[config.mk]
export PLATFORM = sky130hd
export DESIGN_NAME = rgmii_rx_frame
export DESIGN_NICKNAME = d
export VERILOG_FILES = /design/src/rtl/rgmii_rx_frame.sv
export SDC_FILE = /design/constraint.sdc
export NUM_CORES = 1
export LEC_CHECK = 0
export ABC_AREA = 1
export BUFFER_PORTS_ARGS = -buffer_cell sky130_fd_sc_hd__clkbuf_2
export CAP_MARGIN = 10
export CORE_MARGIN = 2
export CORE_UTILIZATION = 50
export DETAILED_ROUTE_END_ITERATION = 10
export PLACE_DENSITY = 0.66
export SLEW_MARGIN = 10
export SYNTH_ARGS = -nofsm -noshare
export SYNTH_HDL_FRONTEND = slang
export SYNTH_SLANG_ARGS = --single-unit
[constraint.sdc]
create_clock -name clk -period 4.15 [get_ports clk]
set_input_delay 0.2075 -clock clk [delete_from_list [all_inputs] [get_ports clk]]
set_output_delay 0.2075 -clock clk [all_outputs]
set_load 0.05 [all_outputs]
[src/rtl/rgmii_rx_frame.sv]
// rgmii_rx_frame: RGMII receive framer that finds preamble/SFD, strips the FCS, checks CRC-32 and length
module rgmii_rx_frame #(
  parameter int MAX_FRAME = 1518,
  parameter int MIN_FRAME = 64,
  parameter int CNT_W     = 16
) (
  input  logic             clk,
  input  logic             reset,
  input  logic [7:0]       rx_data,
  input  logic [1:0]       rx_ctl,
  output logic [7:0]       m_data,
  output logic             m_valid,
  output logic             m_last,
  output logic             m_good,
  output logic [10:0]      m_len,
  output logic [CNT_W-1:0] cnt_good,
  output logic [CNT_W-1:0] cnt_crc_err,
  output logic [CNT_W-1:0] cnt_len_err,
  output logic [CNT_W-1:0] cnt_phy_err
);
  typedef enum logic [2:0] {SYNC, IDLE, PRE, DATA, DROP} state_t;
  state_t state;
  logic [4:0][7:0] dl;
  logic [31:0] crc;
  logic [10:0] cnt, n;
  logic er, dv, rx_er, len_ok, crc_ok;
  function automatic logic [31:0] crc_byte(input logic [31:0] c, input logic [7:0] d);
    logic [31:0] r;
    r = c ^ {24'd0, d};
    for (int i = 0; i < 8; i++) r = r[0] ? (r >> 1) ^ 32'hEDB88320 : r >> 1;
    return r;
  endfunction
  assign dv     = rx_ctl[1];
  assign rx_er  = rx_ctl[1] ^ rx_ctl[0];
  assign n      = cnt + 11'd1;
  assign len_ok = cnt >= 11'(MIN_FRAME);
  assign crc_ok = crc == 32'hDEBB20E3;
  always_ff @(posedge clk) begin
    if (reset) begin
      state       <= SYNC;
      m_data      <= '0;
      m_valid     <= 1'b0;
      m_last      <= 1'b0;
      m_good      <= 1'b0;
      m_len       <= '0;
      cnt_good    <= '0;
      cnt_crc_err <= '0;
      cnt_len_err <= '0;
      cnt_phy_err <= '0;
      dl          <= '0;
      crc         <= '0;
      cnt         <= '0;
      er          <= 1'b0;
    end else begin
      m_valid <= 1'b0;
      m_last  <= 1'b0;
      m_good  <= 1'b0;
      case (state)
        SYNC: if (!dv) state <= IDLE;
        IDLE, PRE: begin
          crc <= 32'hFFFFFFFF;
          cnt <= '0;
          er  <= 1'b0;
          if (!dv) state <= IDLE;
          else if (state == PRE && rx_er) state <= DROP;
          else state <= rx_data == 8'hD5 ? DATA : rx_data == 8'h55 ? PRE : DROP;
        end
        DATA: begin
          if (dv) begin
            crc <= crc_byte(crc, rx_data);
            dl  <= {dl[3:0], rx_data};
            cnt <= n;
            er  <= er | rx_er;
            if (cnt >= 11'd5) begin
              m_valid <= 1'b1;
              m_data  <= dl[4];
            end
            // giant: close the frame now so the byte counter never needs more than 11 bits
            if (n == 11'(MAX_FRAME + 1)) begin
              m_last      <= 1'b1;
              m_len       <= n - 11'd5;
              cnt_len_err <= cnt_len_err + CNT_W'(1);
              state       <= DROP;
            end
          end else begin
            state <= IDLE;
            if (cnt >= 11'd5) begin
              m_valid <= 1'b1;
              m_last  <= 1'b1;
              m_data  <= dl[4];
              m_len   <= cnt - 11'd4;
              m_good  <= crc_ok && len_ok && !er;
              if (!len_ok) cnt_len_err <= cnt_len_err + CNT_W'(1);
              else if (er) cnt_phy_err <= cnt_phy_err + CNT_W'(1);
              else if (!crc_ok) cnt_crc_err <= cnt_crc_err + CNT_W'(1);
              else cnt_good <= cnt_good + CNT_W'(1);
            end else cnt_len_err <= cnt_len_err + CNT_W'(1);
          end
        end
        DROP: if (!dv) state <= IDLE;
        default: state <= SYNC;
      endcase
    end
  end
endmodule
# ---- After elaboration in Yosys (flattened, before gate mapping)
# Index checks and enable logic that the tools add are counted.
dict set report word_totals {
  reg_bits 173
  in_bits 12
  out_inout_bits 86
  word_cells 108
}
dict set report classes {
  n_addsub 7
  order_cmp 2
  eq_ne 13
  muxes 32
  bitwise 16
  reduce_logical 20
}
# cell n
set op_table {}
lappend op_table {{$mux 32} 9}
lappend op_table {{$not 13->14} 8}
lappend op_table {{$add 16x1->16 const B} 4}
lappend op_table {{$mux 16} 4}
lappend op_table {{$pmux 32 s2} 1}
lappend op_table {{$mux 11} 4}
lappend op_table {{$eq 32x32->1 const B} 1}
lappend op_table {{$xor 32x8->32} 1}
lappend op_table {{$pmux 11 s2} 1}
lappend op_table {{$sub 11x3->11 const B} 2}
lappend op_table {{$mux 3} 7}
lappend op_table {{$reduce_and 6->1} 2}
lappend op_table {{$add 11x1->11 const B} 1}
lappend op_table {{$eq 11x11->1 const B} 1}
lappend op_table {{$ge 11x3->1 const B} 1}
lappend op_table {{$ge 11x7->1 const B} 1}
lappend op_table {{$pmux 3 s3} 1}
lappend op_table {{$eq 8x7->1 const B} 1}
lappend op_table {{$eq 8x8->1 const B} 1}
lappend op_table {{$reduce_and 2->1} 4}
lappend op_table {{$eq 3x2->1 const B} 2}
lappend op_table {{$ne 3x3->1 const B} 2}
lappend op_table {{$reduce_and 3->1} 2}
lappend op_table {{$reduce_or 2->1} 3}
lappend op_table {{15 further kinds} 26}

# ---- Depth between registers and ports, before layout
dict set report logic_depth {
  word_depth 19
  depth_mapped 15
  ltp_nobuf 15
}

# ---- Least setup slack after synthesis
# No wires, ideal clock.
dict set report synth_timing {
  kind {flip-flop to flip-flop}
  start {register cnt[1]}
  end {register cnt_len_err[7]}
  setup_ns 0.132
  arrival_ns 1.831
  required_time_ns 4.018
  path_slack_ns 2.187
  path_stages_with_launch 14
  n_path_buf 1
  synth_period_minus_slack_ns 1.963
  cell_sequence {dfxtp_1 ha_1 nand2_1 nor2_4 nand3_1 nand2_1 nand2_1 nor2_2 nand2_4 nand2_8 nand2_2 buf_4 nand2_1 a21oi_1}
}
dict set report synth_via {
  elab_chain_len 4
  elab_cells_between_ends 9
  classes_between {add/sub (1); order compare (2); eq/ne (3); mux (2); reduce/logical (1)}
}
# element line
set synth_lines {}
lappend synth_lines {{start: declaration} 25} ;# logic [10:0] cnt, n;
lappend synth_lines {{start signal: assignment} 72} ;# cnt <= n;
lappend synth_lines {{$add 11x1->11} 35} ;# assign n = cnt + 11'd1;
lappend synth_lines {{$eq 11x11->1} 79} ;# if (n == 11'(MAX_FRAME + 1)) begin
lappend synth_lines {{$ne 2x1->1 (no line)} n/a}
lappend synth_lines {{$reduce_and 3->1 (no line)} n/a}
lappend synth_lines {{end signal: assignment} 82} ;# cnt_len_err <= cnt_len_err + CNT_W'(1);
lappend synth_lines {{end signal: assignment} 93} ;# if (!len_ok) cnt_len_err <= cnt_len_err + CNT_W'(1);
lappend synth_lines {{end signal: assignment} 97} ;# end else cnt_len_err <= cnt_len_err + CNT_W'(1);
lappend synth_lines {{end: declaration} 18} ;# output logic [CNT_W-1:0] cnt_len_err,
# Several ways; a longest one is shown, not always the timed one.
# A chain may end at the register's enable or synchronous reset.

# ---- Final worst setup path
dict set report layout_timing {
  start {register cnt[2]}
  end {register cnt_good[6]}
}
dict set report layout_via {
  elab_chain_len 2
  elab_cells_between_ends 3
  classes_between {order compare (2); reduce/logical (1)}
}
# element line
set layout_lines {}
lappend layout_lines {{$ge 11x7->1 / $ge 11x3->1 (equally long branches)} {36, 87}}
lappend layout_lines {{$reduce_and 6->1 (no line) (*)} n/a}
lappend layout_lines {{end signal: assignment} 96} ;# else cnt_good <= cnt_good + CNT_W'(1);
lappend layout_lines {{end: declaration} 16} ;# output logic [CNT_W-1:0] cnt_good,
# Mark *: on every way between the ends. The rest lies on a longest branch, timed or not.

==> impl_metrics.env <==
export IMPL_ys_seq_area_share_pct=36.8
export IMPL_cap_violations=0
export IMPL_ys_top_cells_by_count="327 x nand2_1, 173 x dfxtp_1, 164 x nor2_1"
export IMPL_vias_per_cell=5.25
export IMPL_clk_latency_ns=0.43
export IMPL_finClkSkew_ns=0.0124
export IMPL_row_count=50
export IMPL_diodes=0
export IMPL_crit_slowest_cell="dfxtp_1"
export IMPL_path_class="flop to flop"
export IMPL_fin_crit_sh_pct=60.5
export IMPL_ys_warn_count=0
export IMPL_hp_class="input port to flop"
export IMPL_die_h_um=141
export IMPL_async_reset_ff_share_pct=0
export IMPL_synth_area_top_cells="dfxtp_1 37%, nand2_1 13%, nor2_1 6.5%, xor2_1 6.3%, inv_1 5.9%"
export IMPL_ir_drop_v=0.000296
export IMPL_finalSetupViolCount=0
export IMPL_vias=8987
export IMPL_p_sw_share_pct=29.2
export IMPL_synth_main_ff_cell="dfxtp_1"
export IMPL_overflow=0
export IMPL_initial_core_util_pct=50.7
export IMPL_fp_dieW_um=141
export IMPL_yosys_cell_types_count=44
export IMPL_ys_ff_latch=173
export IMPL_synth_edf_count=0
export IMPL_grt_start_max_net_pins=71
export IMPL_startpoint_type="flop"
export IMPL_hold_buffers=0
export IMPL_slew_headroom_pct=41.9
export IMPL_status="complete, no violations"
export IMPL_seq_area_sq_mm=0.00346
export IMPL_avgSynthCellArea_sq_um=6.76
export IMPL_cts_tree="yes"
export IMPL_power_mw=3.72
export IMPL_period_needed_ns=2.51
export IMPL_ios=98
export IMPL_cts_resized=0
export IMPL_p_int_mw=2.64
export IMPL_layout_drive_gt1_share_pct=11.9
export IMPL_clk_transition_reported_paths_ns=0.07
export IMPL_clockBufferDepth=2
export IMPL_setup_tns_ns=0
export IMPL_io_buffers=97
export IMPL_power_frac_clock_pct=41.7
export IMPL_worstSetupEndpointType="flop"
export IMPL_arrival_ns=2.86
export IMPL_htree_num_levels=4
export IMPL_grt_pass1_wl_mm=39.0
export IMPL_cpPeakStageDelay_ns=0.57
export IMPL_drc=0
export IMPL_wl_mm=23.2
export IMPL_die_area_sq_mm=0.0199
export IMPL_rrSetupSlack_ns=1.64
export IMPL_multi_input_area_sq_mm=0.00513
export IMPL_synth_most_common_cell="nand2_1"
export IMPL_max_freq_mhz=398
export IMPL_antenna_found_initial=0
export IMPL_cp_cell_sequence="ha_1, nand2_1, nor2_1, nand3_1, nand3_1, nand2_1, inv_2, nand2_1, inv_2, o21ai_0, a21oi_1"
export IMPL_dp_hpwl_mm=16.1
export IMPL_cts_setup_buffers=0
export IMPL_maxSlewViolCount=0
export IMPL_p_leak_nw=4.82
export IMPL_clock_sinks=173
export IMPL_worstRegToRegCells=11
export IMPL_synth_top_cell_area_share_pct=36.8
export IMPL_fin_area_sq_mm=0.0106
export IMPL_drtPass1Iterations=5
export IMPL_final_nets=1488
export IMPL_cts_root_buf="clkbuf_16"
export IMPL_synth_area_leader_cell="dfxtp_1"
export IMPL_wl_per_cell_um=13.5
export IMPL_crit_cells=11
export IMPL_postPlaceCellArea_sq_mm=0.0100
export IMPL_ant_nets=0
export IMPL_core_area_sq_mm=0.0186
export IMPL_path_common_cell="nand2_1"
export IMPL_combPwrFrac_pct=11.8
export IMPL_syn_nets=1416
export IMPL_num_fill_cells=1841
export IMPL_netlist_instances=1392
export IMPL_crit_family="simple AND/OR/NAND/NOR gates"
export IMPL_hold_viol=0
export IMPL_hold_path_depth=3
export IMPL_seq_power_share_pct=46.5
export IMPL_path_buf_inv=2
export IMPL_p_switching_mw=1.09
export IMPL_gp_congestion=0.895
export IMPL_grt_pass1_vias=7992
export IMPL_netlist_area_sq_mm=0.00941
export IMPL_numCtsBuffers=17
export IMPL_critPathMaxFanout=17
export IMPL_worst_slew_pin_slew_ns=0.872
export IMPL_syn_to_final_growth_pct=12.3
export IMPL_worst_ep_required_time_ns=4.50
export IMPL_grt_setup_unrepaired="false"
export IMPL_p_per_area_mw_per_mm2=352
export IMPL_grtUsageTotal_pct=23.4
export IMPL_drt_iter0_markers=570
-- stage by stage --
stage,worst slack (ns),cells,hold WS [ns],util [%]
6_report,1.64,1711,0.0555,56.9
5_1_grt,1.31,1711,0.0591,56.9
4_1_cts,1.62,1711,0.0445,56.9
3_5_place_dp,1.44,1679,0.448,53.9
3_3_place_gp,1.49,1679,0.445,53.9
2_1_floorplan,2.19,1392,0.342,-
-- path summary, 6_finish.rpt --
kind                                  from     endpoint
worst max-delay path                cnt[2]  cnt_good[6]
worst min-delay path            rx_data[2]        dl[2]
worst max register to register      cnt[2]  cnt_good[6]
worst min register to register      dl[35]    m_data[3]
-- worst reg2reg max path, stage by stage, from the launching register on --
cell	delay, ns
dfxtp_1	0.57
ha_1	0.21
nand2_1	0.05
nor2_1	0.13
nand3_1	0.08
nand3_1	0.08
nand2_1	0.12
inv_2	0.26
nand2_1	0.38
inv_2	0.30
o21ai_0	0.14
a21oi_1	0.13
-- sequential cells by signal, summed over array words and instances (netlist names) --
| name | count |
|---|---|
| m_data | 8 |
| state | 3 |
| m_last | 1 |
| cnt | 11 |
| cnt_crc_err | 16 |
| m_len | 11 |
| m_good | 1 |
| m_valid | 1 |
| cnt_good | 16 |
| cnt_len_err | 16 |
| cnt_phy_err | 16 |
| crc | 32 |
| dl | 40 |
| er | 1 |
-- metal layers --
metal	track usage [%]	part of all wire (%)	up-vias
met3	3.43	4.4	34
met4	6.63	1.6	0
li1	-	-	4632
met5	0	0	-
met1	32.8	48	4098
met2	37.7	46	223
-- cell usage in the layout (no fill, tap or decap), drive strengths merged, types with 68 or more instances in the layout --
cell type  count
nand2        339
nor2         176
dfxtp        173
inv          167
clkbuf       114
a21oi        109
nand3         98
o21ai         96
xor2          68
-- kinds of logic after synthesis --
kind of cell	Yosys count	synth area share [%]
flip-flops	173	36.8
buffers and inverters	208	8.71
AO/OA/AOI/OAI	232	13.1
AND/OR/NAND/NOR	673	31.0
XOR/XNOR	94	8.83
adder cells (fa/ha/maj)	12	1.60
-- power by group through the flow --
stage / Combinational (mW) / Clock (mW) / Sequential (mW)
after detailed placement: 0.431 / 0 / 1.77
after floorplan: 0.344 / 0 / 1.75
final: 0.441 / 1.55 / 1.73
after global placement: 0.428 / 0 / 1.77
after CTS: 0.435 / 1.59 / 1.73
after global routing: 0.493 / 1.66 / 1.73
-- final cells by class --
cell class	count	area share [%]
well taps	234	2.77
clock buffers	17	4.02
repair buffers	102	4.95
flip-flops and latches	173	32.7
inverters	159	5.64
multi-input cells	1011	48.5
clock inverters	15	1.36
Note: power is estimated with default switching activity, not from simulation.
